==> src/rtl/bp_cce_serial_splitter.sv <==
// Splits one wide coherence command into narrow beats and reassembles the
// narrow responses into a single wide response, one transaction at a time.
module bp_cce_serial_splitter #(
  parameter int paddr_width_p    = 40,
  parameter int in_data_width_p  = 64,
  parameter int out_data_width_p = 32,
  parameter int hdr_width_p      = 16
) (
  input  logic                        clk_i,
  input  logic                        reset_n_i,

  input  logic [hdr_width_p-1:0]      in_cmd_hdr_i,
  input  logic [paddr_width_p-1:0]    in_cmd_addr_i,
  input  logic [2:0]                  in_cmd_size_i,
  input  logic [in_data_width_p-1:0]  in_cmd_data_i,
  input  logic                        in_cmd_v_i,
  output logic                        in_cmd_ready_o,

  output logic [hdr_width_p-1:0]      out_cmd_hdr_o,
  output logic [paddr_width_p-1:0]    out_cmd_addr_o,
  output logic [2:0]                  out_cmd_size_o,
  output logic [out_data_width_p-1:0] out_cmd_data_o,
  output logic                        out_cmd_v_o,
  input  logic                        out_cmd_ready_i,

  input  logic [out_data_width_p-1:0] out_resp_data_i,
  input  logic                        out_resp_v_i,
  output logic                        out_resp_yumi_o,

  output logic [hdr_width_p-1:0]      in_resp_hdr_o,
  output logic [paddr_width_p-1:0]    in_resp_addr_o,
  output logic [2:0]                  in_resp_size_o,
  output logic [in_data_width_p-1:0]  in_resp_data_o,
  output logic                        in_resp_v_o,
  input  logic                        in_resp_yumi_i
);

  localparam int beats_lp    = in_data_width_p / out_data_width_p;
  localparam int out_size_lp = $clog2(out_data_width_p / 8);
  localparam int in_size_lp  = $clog2(in_data_width_p / 8);
  localparam int cnt_w_lp    = $clog2(beats_lp) + 1;
  localparam int idx_w_lp    = (beats_lp > 1) ? $clog2(beats_lp) : 1;

  typedef enum logic [1:0] {e_idle, e_busy, e_done} state_e;

  state_e state_q, state_d;

  logic [hdr_width_p-1:0]                   hdr_q;
  logic [paddr_width_p-1:0]                 addr_q;
  logic [2:0]                               size_q;
  logic [beats_lp-1:0][out_data_width_p-1:0] data_q;
  logic [beats_lp-1:0][out_data_width_p-1:0] resp_q, resp_d;

  logic [cnt_w_lp-1:0] n_q, n_d;
  logic [cnt_w_lp-1:0] sent_q, sent_d;
  logic [cnt_w_lp-1:0] recv_q, recv_d;

  logic                accept;
  logic                send;
  logic                recv;
  logic [2:0]          size_clamped;
  logic [cnt_w_lp-1:0] n_calc;
  logic [idx_w_lp-1:0] sent_idx;
  logic [idx_w_lp-1:0] recv_idx;

  assign accept   = in_cmd_ready_o & in_cmd_v_i;
  assign send     = out_cmd_v_o & out_cmd_ready_i;
  assign recv     = out_resp_yumi_o;
  assign sent_idx = sent_q[idx_w_lp-1:0];
  assign recv_idx = recv_q[idx_w_lp-1:0];

  // Oversized requests are clamped to the wide width; anything that fits in
  // one narrow beat needs exactly one beat.
  always_comb begin
    size_clamped = (in_cmd_size_i > 3'(in_size_lp)) ? 3'(in_size_lp) : in_cmd_size_i;
    if (size_clamped <= 3'(out_size_lp)) begin
      n_calc = cnt_w_lp'(1);
    end else begin
      n_calc = cnt_w_lp'(1) << (size_clamped - 3'(out_size_lp));
    end
  end

  always_ff @(posedge clk_i or negedge reset_n_i) begin
    if (!reset_n_i) begin
      state_q <= e_idle;
      n_q     <= '0;
      sent_q  <= '0;
      recv_q  <= '0;
      resp_q  <= '0;
    end else begin
      state_q <= state_d;
      n_q     <= n_d;
      sent_q  <= sent_d;
      recv_q  <= recv_d;
      resp_q  <= resp_d;
    end
  end

  always_ff @(posedge clk_i) begin
    if (accept) begin
      hdr_q  <= in_cmd_hdr_i;
      addr_q <= in_cmd_addr_i;
      size_q <= size_clamped;
      data_q <= in_cmd_data_i;
    end
  end

  always_comb begin
    state_d = state_q;
    case (state_q)
      e_idle:  if (accept) state_d = e_busy;
      e_busy:  if (recv_q == n_q) state_d = e_done;
      e_done:  if (in_resp_yumi_i) state_d = e_idle;
      default: state_d = e_idle;
    endcase
  end

  always_comb begin
    in_cmd_ready_o  = 1'b0;
    out_cmd_v_o     = 1'b0;
    out_resp_yumi_o = 1'b0;
    in_resp_v_o     = 1'b0;
    case (state_q)
      e_idle:  in_cmd_ready_o = reset_n_i;
      e_busy: begin
        out_cmd_v_o     = (sent_q < n_q);
        out_resp_yumi_o = out_resp_v_i & (recv_q < sent_q);
      end
      e_done:  in_resp_v_o = 1'b1;
      default: ;
    endcase
  end

  // Sends and response collection run concurrently; both counters may step
  // in the same cycle.
  always_comb begin
    n_d    = n_q;
    sent_d = sent_q;
    recv_d = recv_q;
    resp_d = resp_q;
    if (accept) begin
      n_d    = n_calc;
      sent_d = '0;
      recv_d = '0;
    end
    if (send) begin
      sent_d = sent_q + cnt_w_lp'(1);
    end
    if (recv) begin
      recv_d = recv_q + cnt_w_lp'(1);
      if (n_q == cnt_w_lp'(1)) begin
        for (int k = 0; k < beats_lp; k++) begin
          resp_d[k] = out_resp_data_i;
        end
      end else begin
        resp_d[recv_idx] = out_resp_data_i;
      end
    end
  end

  assign out_cmd_hdr_o  = hdr_q;
  assign out_cmd_addr_o = addr_q + (paddr_width_p'(sent_q) << out_size_lp);
  assign out_cmd_size_o = (size_q > 3'(out_size_lp)) ? 3'(out_size_lp) : size_q;
  assign out_cmd_data_o = data_q[sent_idx];

  assign in_resp_hdr_o  = hdr_q;
  assign in_resp_addr_o = addr_q;
  assign in_resp_size_o = size_q;
  assign in_resp_data_o = resp_q;

`ifndef SYNTHESIS
  always_ff @(posedge clk_i) begin
    if (reset_n_i && accept && (in_cmd_size_i > 3'(in_size_lp))) begin
      $error("bp_cce_serial_splitter: command size %0d exceeds wide width, clamped",
             in_cmd_size_i);
    end
    if (reset_n_i && out_resp_v_i && (state_q != e_busy)) begin
      $error("bp_cce_serial_splitter: response presented with no outstanding command");
    end
  end
`endif

endmodule

==> config.mk <==
export PLATFORM = sky130hd
export DESIGN_NAME = bp_cce_serial_splitter
export DESIGN_NICKNAME = d
export VERILOG_FILES = /design/src/rtl/bp_cce_serial_splitter.sv
export SDC_FILE = /design/constraint.sdc
export NUM_CORES = 1
export LEC_CHECK = 0
export CORE_AREA = 4 4 144 146
export CTS_CLUSTER_DIAMETER = 40
export DETAILED_ROUTE_END_ITERATION = 10
export DIE_AREA = 0 0 148 150
export PLACE_DENSITY = 0.88
export SLEW_MARGIN = 0
export SYNTH_ARGS = -nofsm -noshare
export SYNTH_HDL_FRONTEND = slang
export SYNTH_SLANG_ARGS = --single-unit
==> constraint.sdc <==
create_clock -name clk_i -period 8.99 [get_ports clk_i]
set_input_delay 1.3485 -clock clk_i [delete_from_list [all_inputs] [get_ports clk_i]]
set_output_delay 1.3485 -clock clk_i [all_outputs]
set_load 0.005 [all_outputs]
# Yosys cells after proc, flatten, opt, wreduce, memory -nomap -nowiden
# Cells that the tools add are included.
# totals
ff_bits,195
out_inout_bits,218
wordCells,59
# op_classes
addsub,4
magnitude_cmp,8
n_eq_ne,7
shifts,1
mux,20
bitwise,3
n_reduce_logical,5
# ops
op,count
$mux W32,3
$bwmux W64,1
$mux W64,1
$add A40 B4 Y40,1
$demux W32 S1,1
$mux W2,7
$gt A3 B2 Y1 const B,2
$mux W3,2
$ne A2 B2 Y1 const B,3
$pmux W2 S3,1
$add A2 B1 Y2 const B,2
$eq A2 B1 Y1 const B,2
$lt A1 B2 Y1 const B,2
$lt A2 B2 Y1,2
$mux W1,4
$reduce_bool A2 Y1,2
$and A1 B1 Y1,3
$le A3 B2 Y1 const B,1
$reduce_and A3 Y1,1
$shl A1 B3 Y2 const A,1
$sub A3 B2 Y3 const B,1
$eq A2 B2 Y1,1
$eq A2 B2 Y1 const B,1
$logic_not A2 Y1,1
other kinds (2),2

# Logic depth before layout (Yosys ltp)
# logic_depth
ltp_word,6
depth_mapped,6
ltp_nobuf,6

# Worst setup path before layout
# No wires, ideal clock.
# synth_timing
kind,input to register
start,in reset_n_i
end,reg sent_q[1]
setup_ns,0.121
arrival_ns,4.609
required_ns,8.869
setup_slack_ns,4.260
stages,5
path_buffers,0
path_cell_list,nor3b_1 nand2_1 inv_1 a211oi_1 a31o_1
# synth_via
elab_chain_len,3
# synth_lines
item,line,text
start: declaration,10,"input logic reset_n_i,"
$mux W1,123,case (state_q)
$and A1 B1 Y1,66,assign accept = in_cmd_ready_o & in_cmd_v_i;
via accept,58,logic accept;
$reduce_bool A2 Y1 (no line),-,
end signal: assignment,93,sent_q <= sent_d;
end: declaration,55,"logic [cnt_w_lp-1:0] sent_q, sent_d;"
# The timed path passes the listed nets, and every way through them passes these cells.
# A chain may end at the register's enable or synchronous reset.

# Final worst setup path
# layout_timing
start,"reg addr_q[2], in the netlist in_resp_addr_o[2]"
end,out out_cmd_addr_o[36]
# layout_via
elab_chain_len,1
# layout_lines
item,line,text
start: declaration,49,logic [paddr_width_p-1:0] addr_q;
start signal: assignment,102,addr_q <= in_cmd_addr_i;
$add A40 B4 Y40,162,assign out_cmd_addr_o = addr_q + (paddr_width_p'(sent_q) << out_size_lp);
end: declaration,20,"output logic [paddr_width_p-1:0] out_cmd_addr_o,"
# No other way between the ends.

==> flow_metrics.env <==
export IMPL_numCtsBuffers=17
export IMPL_maxCapViolCount=0
export IMPL_drt_iter0_drc=195
export IMPL_io_pins=379
export IMPL_detail_route_drc_violations=0
export IMPL_cts_post_setup_buffers_inserted=0
export IMPL_clock_skew_ps=15.5
export IMPL_core_sq_mm=0.0194
export IMPL_clkSlewWorstSetupHoldPaths_ps=80
export IMPL_dpl_hpwl_mm=17.5
export IMPL_place_area_sq_mm=0.0119
export IMPL_layout_drive_gt1_share_pct=9.27
export IMPL_sequential_element_share_of_the_synthesized_area_pct=68.9
export IMPL_antenna_found_initial=1
export IMPL_number_of_global_route_vias_before_repair=5998
export IMPL_global_route_overflow_total=0
export IMPL_critical_path_arrival_ps=3180
export IMPL_muxShareOfSynthArea_pct=13.7
export IMPL_worstSkewPairLatency_ps=430
export IMPL_routed_via_count=5528
export IMPL_postRouteWirelength_mm=22.6
export IMPL_worstSetupPathDepth=7
export IMPL_max_slew_margin_rel_pct=40.2
export IMPL_unrepaired_setup_endpoints_after_global_routing="false"
export IMPL_slowest_delay_ps=620
export IMPL_die_width_um=148
export IMPL_ys_seq_elements=195
export IMPL_start_util_pct=41.1
export IMPL_synthCells=492
export IMPL_antenna_violating_nets_post_route=0
export IMPL_die_height_um=150
export IMPL_post_synth_xor_area_fraction_pct=4.39
export IMPL_clkSinkCount=195
export IMPL_switching_share_pct=27.7
export IMPL_grt_use_total_pct=19.9
export IMPL_layout_min_cycle_time_ps=4530
export IMPL_power_share_sequential_pct=43.2
export IMPL_netlist_top_cell_by_area="edfxtp_1"
export IMPL_die_area_sq_mm=0.0222
export IMPL_layout_area_overhead_pct=56.7
export IMPL_cts_root_buf="clkbuf_16"
export IMPL_setup_worst_path_class="register to primary output"
export IMPL_holdPathStages=1
export IMPL_fmaxAchievable_mhz=221
export IMPL_maxSlewViolCount=0
export IMPL_setup_total_negative_slack_ps=0
export IMPL_num_nets_final=1028
export IMPL_rr_worst_depth=5
export IMPL_power_leakage_nw=4.72
export IMPL_cts_repair_resize_count=0
export IMPL_largest_family_of_logic_cells_by_synthesized_area="multiplexers"
export IMPL_comb_power_share_pct=32.5
export IMPL_crit_fanout=8
export IMPL_critical_path_slowest_cell="or4_1"
export IMPL_routedWlPerCell_um=19.8
export IMPL_design_area_sq_mm=0.0125
export IMPL_p_switching_w=0.000843
export IMPL_p_clk_share_pct=24.3
export IMPL_netlist_area_sq_mm=0.00797
export IMPL_max_vdd_ir_drop_v=0.000175
export IMPL_io_buffer_count=377
export IMPL_detailed_route_vias_per_instance=4.85
export IMPL_synth_compound_area_share_pct=1.46
export IMPL_final_number_of_hold_violating_endpoints=0
export IMPL_period_share_pct=50.4
export IMPL_detailedRoute_firstPassIterationCount=5
export IMPL_timing_critical_path_cells="ha_1, fa_1, nand3_1, or4_1, nor4_1, xor2_1, clkdlybuf4s50_1"
export IMPL_critical_path_top_delay_family="simple AND/OR/NAND/NOR gates"
export IMPL_synth_adder_area_share_pct=1.04
export IMPL_synth_top_cells_by_area="edfxtp_1 (46%), dfrtp_1 (23%), mux2_1 (9.0%)"
export IMPL_internal_power_w=0.00220
export IMPL_placementRows=51
export IMPL_synthesis_area_per_instance_sq_um=16.2
export IMPL_place_gp_congestion=0.838
export IMPL_clk_path_buf_depth=2
export IMPL_crit_required_ps=7640
export IMPL_htreeDepth=4
export IMPL_power_density_mw_per_mm2=243
export IMPL_end_kind="primary output"
export IMPL_finalSetupViolCount=0
export IMPL_worst_setup_sp_type="register"
export IMPL_wire_length_of_the_first_global_routing_pass_mm=33.7
export IMPL_fin_hold_ws_ps=492
export IMPL_cts_tree="yes"
export IMPL_finalCoreUtilization_pct=64.4
export IMPL_synth_lib_cells_used_distinct=46
export IMPL_hold_buffers_post_cts=0
export IMPL_grt_max_degree=74
export IMPL_status="finished, final reports clean"
export IMPL_hold_path_class="register to register"
export IMPL_yosys_area_top_type_share_pct=46.3
export IMPL_synth_warning_count=0
export IMPL_path_buf_inv=1
export IMPL_synth_simple_area_share_pct=7.14
export IMPL_max_slew_worst_pin_slew_ps=897
## final timing paths
path | start | to | slack [ps]
worst max register to register | sent_q[0]$_DFFE_PN0P_ | in_resp_data_o[48]$_DFFE_PN0P_ | 6220
max in group asynchronous | reset_n_i | in_resp_data_o[12]$_DFFE_PN0P_ | 7270
worst max-delay path | in_resp_addr_o[2]$_DFFE_PP_ | out_cmd_addr_o[36] | 4460
worst min register to register | in_resp_data_o[5]$_DFFE_PN0P_ | in_resp_data_o[5]$_DFFE_PN0P_ | 490
min in group asynchronous | reset_n_i | in_resp_data_o[3]$_DFFE_PN0P_ | 1130
worst min-delay path | in_resp_data_o[5]$_DFFE_PN0P_ | in_resp_data_o[5]$_DFFE_PN0P_ | 490
## layout make-up
type / count / area, sq um
sequential: 195 / 5500
inverter: 15 / 58.8
fill: 1449 / 6910
timing repair buffer: 381 / 3800
tap: 265 / 332
multi-input combinational: 251 / 2220
clock inverter: 14 / 144
antenna: 1 / 2.50
clock buffer: 18 / 439
## state kept, by name (all words and copies together), names as in the netlist
| signal | flops |
|---|---|
| recv_q | 2 |
| in_resp_size_o | 3 |
| n_q | 2 |
| in_resp_hdr_o | 16 |
| in_resp_data_o | 64 |
| data_q | 64 |
| state_q | 2 |
| in_resp_addr_o | 40 |
| sent_q | 2 |
## power by group through the flow
stage	clock [W]	sequential [W]	combinational (W)
2_1_floorplan	0	0.00133	0.000331
3_3_place_gp	0	0.00131	0.000984
3_5_place_dp	0	0.00133	0.000999
4_1_cts	0.000754	0.00131	0.00101
5_1_grt	0.000797	0.00134	0.00107
6_report	0.000739	0.00131	0.000989
## Yosys cell counts (all sizes together)
master	instances
ha	5
and4	3
nor3b	1
xor2	25
a211oi	2
inv	15
o21ai	1
a21o	2
a31o	1
mux2	96
or4	2
fa	1
or4b	2
nor2b	1
a2111o	1
nor4b	1
conb	2
nor4	14
nor3	8
a2111oi	2
xnor2	15
and3	4
o2bb2ai	1
nor2	10
nand2	16
edfxtp	123
a21oi	3
nand2b	6
clkbuf	2
or3	2
buf	30
nand4	7
nand3	13
or2	2
mux2i	1
dfrtp	72
## worst register-to-register path, stage by stage (launching register included)
cell	delay (ps)
dfrtp_1	350
buf_4	450
nand2b_1	220
a2111oi_4	500
nand2_2	590
mux2_1	540
## logic make-up (layout without fill, tap and decap cells)
kind of cell,after synthesis,in the layout
compound gates,13,13
xor+xnor,40,40
fa+ha+maj,6,6
buf+inv,47,428
flops,195,195
mux,97,97
other cells,2,4
simple gates,92,92
## per-layer routing
metal	vias to the layer above	GRT usage (%)	routed length, um
met1	2692	19.8	7780
met3	37	8.84	2290
met2	266	36.4	11900
met4	0	8.04	621
li1	2533	-	-
met5	-	0	0
## through the flow
step | power (W) | worst slack, ps | cells
after floorplan | 0.00166 | 4260 | 493
after global placement | 0.00230 | 4510 | 1107
after detailed placement | 0.00233 | 4460 | 1107
after CTS | 0.00308 | 4430 | 1139
after global routing | 0.00320 | 4230 | 1140
final | 0.00304 | 4460 | 1140
## placed cells by master (no fill, tap or decap), drive strengths merged, types with 3 or more instances in the layout
cell type	netlist	layout
nand3	13	13
clkinv	0	7
nor3	8	8
mux2	96	96
nor2	10	10
inv	15	22
xor2	25	25
edfxtp	123	123
clkdlybuf4s50	0	376
buf	30	5
ha	5	5
nand2	16	16
nand4	7	7
dfrtp	72	72
nor4	14	14
and3	4	4
nand2b	6	6
a21oi	3	3
clkbuf	2	18
conb	2	3
xnor2	15	15
and4	3	3
No activity file was read; power rests on OpenSTA's default activity.
